## src/rtl/sub_bytes_scheduler_if.sv

```systemverilog
// rtl/sub_bytes_scheduler_if.sv - request/response and shared S-box bundle for sub_bytes_scheduler
// master = requesters plus S-box unit side, slave = scheduler side.
interface sub_bytes_scheduler_if #(
    parameter int NUM_COLS = 4
);
    logic                    st_valid;
    logic                    st_ready;
    logic [32*NUM_COLS-1:0]  st_data;
    logic                    st_out_valid;
    logic [32*NUM_COLS-1:0]  st_out_data;
    logic                    key_valid;
    logic                    key_ready;
    logic [31:0]             key_word;
    logic                    key_out_valid;
    logic [31:0]             key_out_word;
    logic [31:0]             sb_in;
    logic [31:0]             sb_out;

    modport master (
        output st_valid, st_data, key_valid, key_word, sb_out,
        input  st_ready, st_out_valid, st_out_data,
        input  key_ready, key_out_valid, key_out_word, sb_in
    );

    modport slave (
        input  st_valid, st_data, key_valid, key_word, sb_out,
        output st_ready, st_out_valid, st_out_data,
        output key_ready, key_out_valid, key_out_word, sb_in
    );
endinterface

```

## src/rtl/sub_bytes_scheduler.sv

```systemverilog
// rtl/sub_bytes_scheduler.sv - time-shares one column S-box between state rounds and key expansion
// State ops take one column per cycle; key ops take a single cycle; ties resolved round-robin.
module sub_bytes_scheduler #(
    parameter int NUM_COLS     = 4,
    parameter bit KEY_PRIORITY = 1'b0
) (
    input  logic                    clk,
    input  logic                    rst,
    sub_bytes_scheduler_if.slave    bus
);
    localparam int CW = (NUM_COLS > 1) ? $clog2(NUM_COLS) : 1;

    typedef enum logic [1:0] {
        IDLE  = 2'd0,
        S_RUN = 2'd1,
        K_RUN = 2'd2
    } state_t;

    state_t                     state_q;
    logic [CW-1:0]              col_cnt_q;
    logic [CW-1:0]              col_cnt_d;
    logic                       rr_k_q;
    logic [NUM_COLS-1:0][31:0]  st_cap_q;
    logic [NUM_COLS-1:0][31:0]  st_res_q;
    logic [31:0]                key_cap_q;
    logic [31:0]                key_res_q;
    logic                       st_ov_q;
    logic                       key_ov_q;

    logic idle;
    logic grant_k;
    logic st_fire;
    logic key_fire;
    logic col_last;

    // Readys depend only on the current requests so a requester sees its grant in the same cycle.
    always_comb begin
        idle          = (state_q == IDLE);
        grant_k       = KEY_PRIORITY | rr_k_q;
        bus.key_ready = idle & (~bus.st_valid | grant_k);
        bus.st_ready  = idle & (~bus.key_valid | ~grant_k);
        st_fire       = bus.st_valid & bus.st_ready;
        key_fire      = bus.key_valid & bus.key_ready;
        col_last      = (col_cnt_q == CW'(NUM_COLS - 1));
        col_cnt_d     = col_cnt_q + 1'b1;
        bus.sb_in     = 32'h0;
        case (state_q)
            S_RUN:   bus.sb_in = st_cap_q[col_cnt_q];
            K_RUN:   bus.sb_in = key_cap_q;
            default: bus.sb_in = 32'h0;
        endcase
    end

    always_ff @(posedge clk or posedge rst) begin
        if (rst) begin
            state_q   <= IDLE;
            col_cnt_q <= '0;
            rr_k_q    <= 1'b0;
            st_cap_q  <= '0;
            st_res_q  <= '0;
            key_cap_q <= 32'h0;
            key_res_q <= 32'h0;
            st_ov_q   <= 1'b0;
            key_ov_q  <= 1'b0;
        end else begin
            st_ov_q  <= 1'b0;
            key_ov_q <= 1'b0;
            case (state_q)
                IDLE: begin
                    if (st_fire) begin
                        st_cap_q  <= bus.st_data;
                        col_cnt_q <= '0;
                        rr_k_q    <= 1'b1;
                        state_q   <= S_RUN;
                    end else if (key_fire) begin
                        key_cap_q <= bus.key_word;
                        rr_k_q    <= 1'b0;
                        state_q   <= K_RUN;
                    end
                end
                S_RUN: begin
                    st_res_q[col_cnt_q] <= bus.sb_out;
                    if (col_last) begin
                        col_cnt_q <= '0;
                        st_ov_q   <= 1'b1;
                        state_q   <= IDLE;
                    end else begin
                        col_cnt_q <= col_cnt_d;
                    end
                end
                K_RUN: begin
                    key_res_q <= bus.sb_out;
                    key_ov_q  <= 1'b1;
                    state_q   <= IDLE;
                end
                default: state_q <= IDLE;
            endcase
        end
    end

    assign bus.st_out_valid  = st_ov_q;
    assign bus.st_out_data   = st_res_q;
    assign bus.key_out_valid = key_ov_q;
    assign bus.key_out_word  = key_res_q;
endmodule
```

## src/flat_wrapper.sv

```systemverilog
// flat-port wrapper written by rule: the top's interface ports become plain ports
module sub_bytes_scheduler_flat 
#(
    parameter int NUM_COLS     = 4,
    parameter bit KEY_PRIORITY = 1'b0
)
  (clk, rst, bus_st_valid, bus_st_data, bus_key_valid, bus_key_word, bus_sb_out, bus_st_ready, bus_st_out_valid, bus_st_out_data, bus_key_ready, bus_key_out_valid, bus_key_out_word, bus_sb_in);
  sub_bytes_scheduler_if #(.NUM_COLS(NUM_COLS)) bus_i ();
  input  logic clk;
  input  logic rst;
  input wire logic [$bits(bus_i.st_valid)-1:0] bus_st_valid;
  input wire logic [$bits(bus_i.st_data)-1:0] bus_st_data;
  input wire logic [$bits(bus_i.key_valid)-1:0] bus_key_valid;
  input wire logic [$bits(bus_i.key_word)-1:0] bus_key_word;
  input wire logic [$bits(bus_i.sb_out)-1:0] bus_sb_out;
  output wire logic [$bits(bus_i.st_ready)-1:0] bus_st_ready;
  output wire logic [$bits(bus_i.st_out_valid)-1:0] bus_st_out_valid;
  output wire logic [$bits(bus_i.st_out_data)-1:0] bus_st_out_data;
  output wire logic [$bits(bus_i.key_ready)-1:0] bus_key_ready;
  output wire logic [$bits(bus_i.key_out_valid)-1:0] bus_key_out_valid;
  output wire logic [$bits(bus_i.key_out_word)-1:0] bus_key_out_word;
  output wire logic [$bits(bus_i.sb_in)-1:0] bus_sb_in;
  assign bus_i.st_valid = bus_st_valid;
  assign bus_i.st_data = bus_st_data;
  assign bus_i.key_valid = bus_key_valid;
  assign bus_i.key_word = bus_key_word;
  assign bus_i.sb_out = bus_sb_out;
  assign bus_st_ready = bus_i.st_ready;
  assign bus_st_out_valid = bus_i.st_out_valid;
  assign bus_st_out_data = bus_i.st_out_data;
  assign bus_key_ready = bus_i.key_ready;
  assign bus_key_out_valid = bus_i.key_out_valid;
  assign bus_key_out_word = bus_i.key_out_word;
  assign bus_sb_in = bus_i.sb_in;
  sub_bytes_scheduler #(.NUM_COLS(NUM_COLS), .KEY_PRIORITY(KEY_PRIORITY)) u_core (.clk(clk), .rst(rst), .bus(bus_i));
endmodule
```

## config.mk

```make
export PLATFORM = sky130hd
export DESIGN_NAME = sub_bytes_scheduler_flat
export DESIGN_NICKNAME = d
export VERILOG_FILES = /design/src/rtl/sub_bytes_scheduler_if.sv /design/src/rtl/sub_bytes_scheduler.sv /design/src/flat_wrapper.sv
export SDC_FILE = /design/constraint.sdc
export NUM_CORES = 1
export LEC_CHECK = 0
export CAP_MARGIN = 40
export CORE_UTILIZATION = 30
export DETAILED_ROUTE_END_ITERATION = 8
export GPL_TIMING_DRIVEN = 0
export HOLD_SLACK_MARGIN = 0.15
export PLACE_DENSITY = 0.57
export SYNTH_ARGS = -nofsm -noshare
export SYNTH_HDL_FRONTEND = slang
export SYNTH_SLANG_ARGS = --single-unit
```

## constraint.sdc

```tcl
create_clock -name clk -period 14.3 [get_ports clk]
set_input_delay 4.29 -clock clk [delete_from_list [all_inputs] [get_ports clk]]
set_output_delay 4.29 -clock clk [all_outputs]
set_load 0.03 [all_outputs]
```

Yosys cells after proc, flatten, opt, wreduce, memory -nomap -nowiden
Index checks and enable logic that the tools add are counted.
W data, S select, Z words.
{"block": "classes", "n_eq_ne": 6, "reduce_logical": 9, "n_mux": 18, "bitwise": 10, "n_lt_le_gt_ge": 2, "addsub": 1}
{"op": "$bwmux W128", "n": 1}
{"op": "$bmux W32 S2", "n": 1}
{"op": "$demux W32 S2", "n": 1}
{"op": "$mux W32", "n": 2}
{"op": "$pmux W32 S2", "n": 1}
{"op": "$mux W2", "n": 5}
{"op": "$pmux W2 S2", "n": 2}
{"op": "$reduce_and A2 Y1", "n": 4}
{"op": "$mux W1", "n": 5}
{"op": "$and A1 B1 Y1", "n": 4}
{"op": "$eq A2 B2 Y1 const B", "n": 2}
{"op": "$not A1 Y1", "n": 4}
{"op": "$reduce_bool A2 Y1", "n": 2}
{"op": "$lt A2 B3 Y1 const B", "n": 1}
{"op": "$ne A3 B3 Y1 const B", "n": 1}
{"op": "$reduce_and A3 Y1", "n": 1}
{"op": "$add A2 B1 Y2 const B", "n": 1}
{"op": "$eq A2 B1 Y1 const B", "n": 1}
{"op": "$ge A2 B1 Y1 const B", "n": 1}
{"op": "$logic_not A2 Y1", "n": 1}
{"op": "$ne A2 B1 Y1 const B", "n": 1}
{"op": "$ne A2 B2 Y1 const B", "n": 1}
{"op": "$or A1 B1 Y1", "n": 2}
{"op": "$logic_and A1 B1 Y1", "n": 1}
{"block": "totals", "elab_cells": 61, "out_inout_bits": 196, "ff_bits": 327}

Depth between registers and ports, before layout
{"block": "logic_depth", "ltp_word": 7, "mapped_depth": 8, "ltp_nobuf": 5}

Worst setup path before layout
OpenSTA, ideal clock, no wires.
{"block": "synth_timing", "path_kind": "input to output", "start": "input bus_st_valid", "end": "output bus_key_ready", "n_path_buf": 0, "t_arrival_ns": 4.659, "slack_ns": 5.351, "path_stages": 2, "required_ns": 10.010, "path_cell_list": "nand2b_1 > and2_1"}
{"block": "synth_via", "elab_chain_cells": 3}
{"item": "start: declaration", "line_no": "flat_wrapper.sv:11", "text": "input wire logic [$bits(bus_i.st_valid)-1:0] bus_st_valid;"}
{"item": "$not A1 Y1", "line_no": "sub_bytes_scheduler.sv:40", "text": "bus.key_ready = idle & (~bus.st_valid | grant_k);"}
{"item": "$or A1 B1 Y1", "line_no": "sub_bytes_scheduler.sv:40"}
{"item": "$and A1 B1 Y1", "line_no": "sub_bytes_scheduler.sv:40"}
{"item": "end: declaration", "line_no": "flat_wrapper.sv:19", "text": "output wire logic [$bits(bus_i.key_ready)-1:0] bus_key_ready;"}
No other way between the ends.

Worst setup path after layout
Ends and elaborated chain as after synthesis.

==> results.py <==
metrics = {
    "clock_network": {
        "htreeDepth": 2,
        "cts_tree": "yes",
        "clock-sinks": 327,
        "clk_path_buf_depth": 3,
        "hold_buffers": 0,
        "post_cts.repair.setup_buffers": 0,
        "cts_made_buffers": 40,
        "cts_root_buf": "clkbuf_16",
        "clock_latency_ns": 0.55,
        "cts_resized": 0,
        "clkSlewWorstSetupHoldPaths_ns": 0.05,
    },
    "grt": {
        "first_global_vias": 9551,
        "grt_overflow_total": 0,
        "met3_usage": 0.0723,
        "track_usage": 0.172,
        "grt_max_degree": 123,
        "grt_antenna_before_repair": 12,
        "met2_usage": 0.280,
        "grt.busiest_layer": "met2",
        "grt_pass1_wl_um": 61300,
        "grt_use_met1": 0.211,
    },
    "timing": {
        "worst_slew_pin_slew_ns": 0.838,
        "min_period_ns": 10.15,
        "final_hold_viol_count": 0,
        "final.setup_skew_ns": 0.0158,
        "fin_ws_ns": 4.15,
        "fin_crit_sh": 0.710,
        "rsz0062_at_grt": "false",
        "relSlewSlack": 0.442,
        "fmax_mhz": 98.5,
        "whs_ns": 0.502,
        "setup_violations": 0,
        "drv_slew": 0,
    },
    "yosys": {
        "ys_seq_elements": 327,
        "yosysSeqAreaShare": 0.579,
        "synth-main-ff-cell": "dfrtp_1",
        "synth_edf_count": 0,
        "synth_nets": 1071,
        "syn_area_um2": 14100,
        "synth-async-reset-ratio": 1.00,
        "avgSynthCellArea_um2": 16.3,
        "ys_types": 31,
        "syn_inst": 868,
        "ys_warn_count": 0,
    },
    "finish": {
        "seqCellArea_um2": 8180,
        "syn2layout_area_growth_pct": 43.2,
        "final_common_cell": "clkdlybuf4s50_1",
        "final_area_um2": 20300,
        "mostFrequentLayoutCells": "391 x clkdlybuf4s50_1, 327 x dfrtp_1, 181 x mux2_2",
        "fillCellCount": 4239,
        "multi_input_area_um2": 5470,
        "final_nets": 1506,
        "drive_gt1_frac": 0.323,
    },
    "placed_design": {
        "dpl_worst_slack_ns": 4.13,
        "port_buffers": 391,
        "dpl.hpwl_um": 30000,
        "gp_congestion": 0.749,
        "placed_area_um2": 18900,
    },
    "run": {
        "cap_violations": 0,
    },
    "pwr": {
        "p_int_mw": 3.32,
        "power.leakage_nw": 9.06,
        "switching_power_mw": 1.89,
        "power_frac_seq": 0.320,
        "p_comb_frac": 0.481,
        "swShare": 0.363,
        "power_density_nw_per_um2": 257,
        "power_frac_clock": 0.199,
        "vdd_drop_max_v": 0.000143,
    },
    "route": {
        "vias": 8906,
        "vias_per_cell": 4.59,
        "first_pass_iters": 5,
        "drc_errors": 0,
        "drt-initial-drc-count": 354,
        "wl_per_cell_um": 21.4,
        "postRouteAntennaNets": 0,
        "drt_wl_total_um": 41500,
    },
    "min_path": {
        "min_path_cells": 1,
        "min_path_type": "flop to flop",
    },
    "critical_path": {
        "crit_start": "bus_st_valid",
        "cp.arrival_ns": 5.86,
        "r2r-end": "u_core.bus.st_out_data[20]",
        "critPathLaunchType": "primary input",
        "crit_end": "bus_key_ready",
        "critPathKind": "primary input to output pin",
        "r2r-start": "u_core.col_cnt_q[0]",
        "crit_required_ns": 10.01,
        "worstPathMaxFanout": 6,
        "rrSetupSlack_ns": 11.58,
        "cp-end-kind": "output pin",
        "ff2ff_path_depth": 8,
    },
    "floorplan": {
        "pin_count": 392,
        "initial_core_util": 0.304,
        "rows": 79,
        "die_w_um": 219,
        "core_um2": 46600,
        "dieArea_um2": 48000,
        "die_h_um": 219,
    },
    "outcome": {
        "status": "complete, no violations",
    },
}
==> power by group through the flow <==
stage / sequential, mW / clock, mW / combinational [mW]
after detailed placement: 1.68 / 0 / 2.54
after global placement: 1.66 / 0 / 2.52
after CTS: 1.67 / 1.07 / 2.54
after floorplan: 2.09 / 0 / 1.17
after global routing: 1.73 / 1.11 / 2.65
final: 1.67 / 1.04 / 2.51
==> logic make-up (layout without fill, tap and decap cells) <==
group,Yosys count,in the layout,synth area share
AOI/OAI and AO/OA,74,74,0.0372
adders and majority gates,7,7,0.00619
buffers and inverters,60,525,0.0345
DFF,327,327,0.579
muxes,384,384,0.337
other,0,2,0
and+or+nand+nor,16,16,0.00672
==> critical path: stages <==
cell and delay [ns]:
clkdlybuf4s50_1 0.54, nand2b_1 0.17, and2_1 0.14, clkdlybuf4s50_1 0.72
==> layout make-up <==
cell class | instances | share of cell area
clock buffer | 58 | 0.0588
sequential | 327 | 0.404
clock inverter | 14 | 0.00859
tap | 607 | 0.0375
timing repair buffer | 393 | 0.196
inverter | 7 | 0.00167
multi-input combinational | 481 | 0.270
buffer | 53 | 0.0228
antenna | 2 | 0.000247
==> cells in the mapped netlist (all sizes together) (5+ instances only) <==
library cell	n	area, um^2
inv	7	26.3
mux2	320	4130
nand2	5	26.3
a21o	33	248
buf	41	417
dfrtp	327	8180
ha	7	87.6
clkbuf	12	45.0
o22ai	32	200
mux2i	64	641
==> state kept, by name, indices dropped and copies added (netlist names) <==
signal / count
u_core.bus.st_out_data: 128
u_core.bus.st_out_valid: 1
u_core.col_cnt_q: 2
u_core.grant_k: 1
u_core.key_cap_q: 32
u_core.bus.key_out_word: 32
u_core.bus.key_out_valid: 1
u_core.state_q: 2
u_core.st_cap_q: 128
==> stage by stage <==
stage	total power, mW	util	std cells	TNS, ns
6_report	5.21	0.435	1942	0
5_1_grt	5.48	0.435	1941	0
4_1_cts	5.28	0.435	1940	0
3_5_place_dp	4.22	0.406	1868	0
3_3_place_gp	4.18	0.404	1866	-1164.40
2_1_floorplan	3.25	-	868	0
==> metal layers <==
metal	part of all wire	up-vias
li1	-	4018
met1	0.42	4487
met2	0.47	320
met3	0.095	61
met4	0.016	20
met5	0.0033	-
==> how the worst min path moves through the flow <==
stage                     slack (ns)                        from                    endpoint
after CTS                       0.50  u_core.bus.st_out_data[63]  u_core.bus.st_out_data[63]
after detailed placement        0.49          u_core.st_cap_q[7]          u_core.st_cap_q[7]
final                           0.50  u_core.bus.st_out_data[79]  u_core.bus.st_out_data[79]
after floorplan                 0.48         u_core.st_cap_q[85]         u_core.st_cap_q[85]
after global placement          0.49  u_core.bus.st_out_data[73]  u_core.bus.st_out_data[73]
after global routing            0.51  u_core.bus.st_out_data[45]  u_core.bus.st_out_data[45]
(Power assumes the default switching activity.)
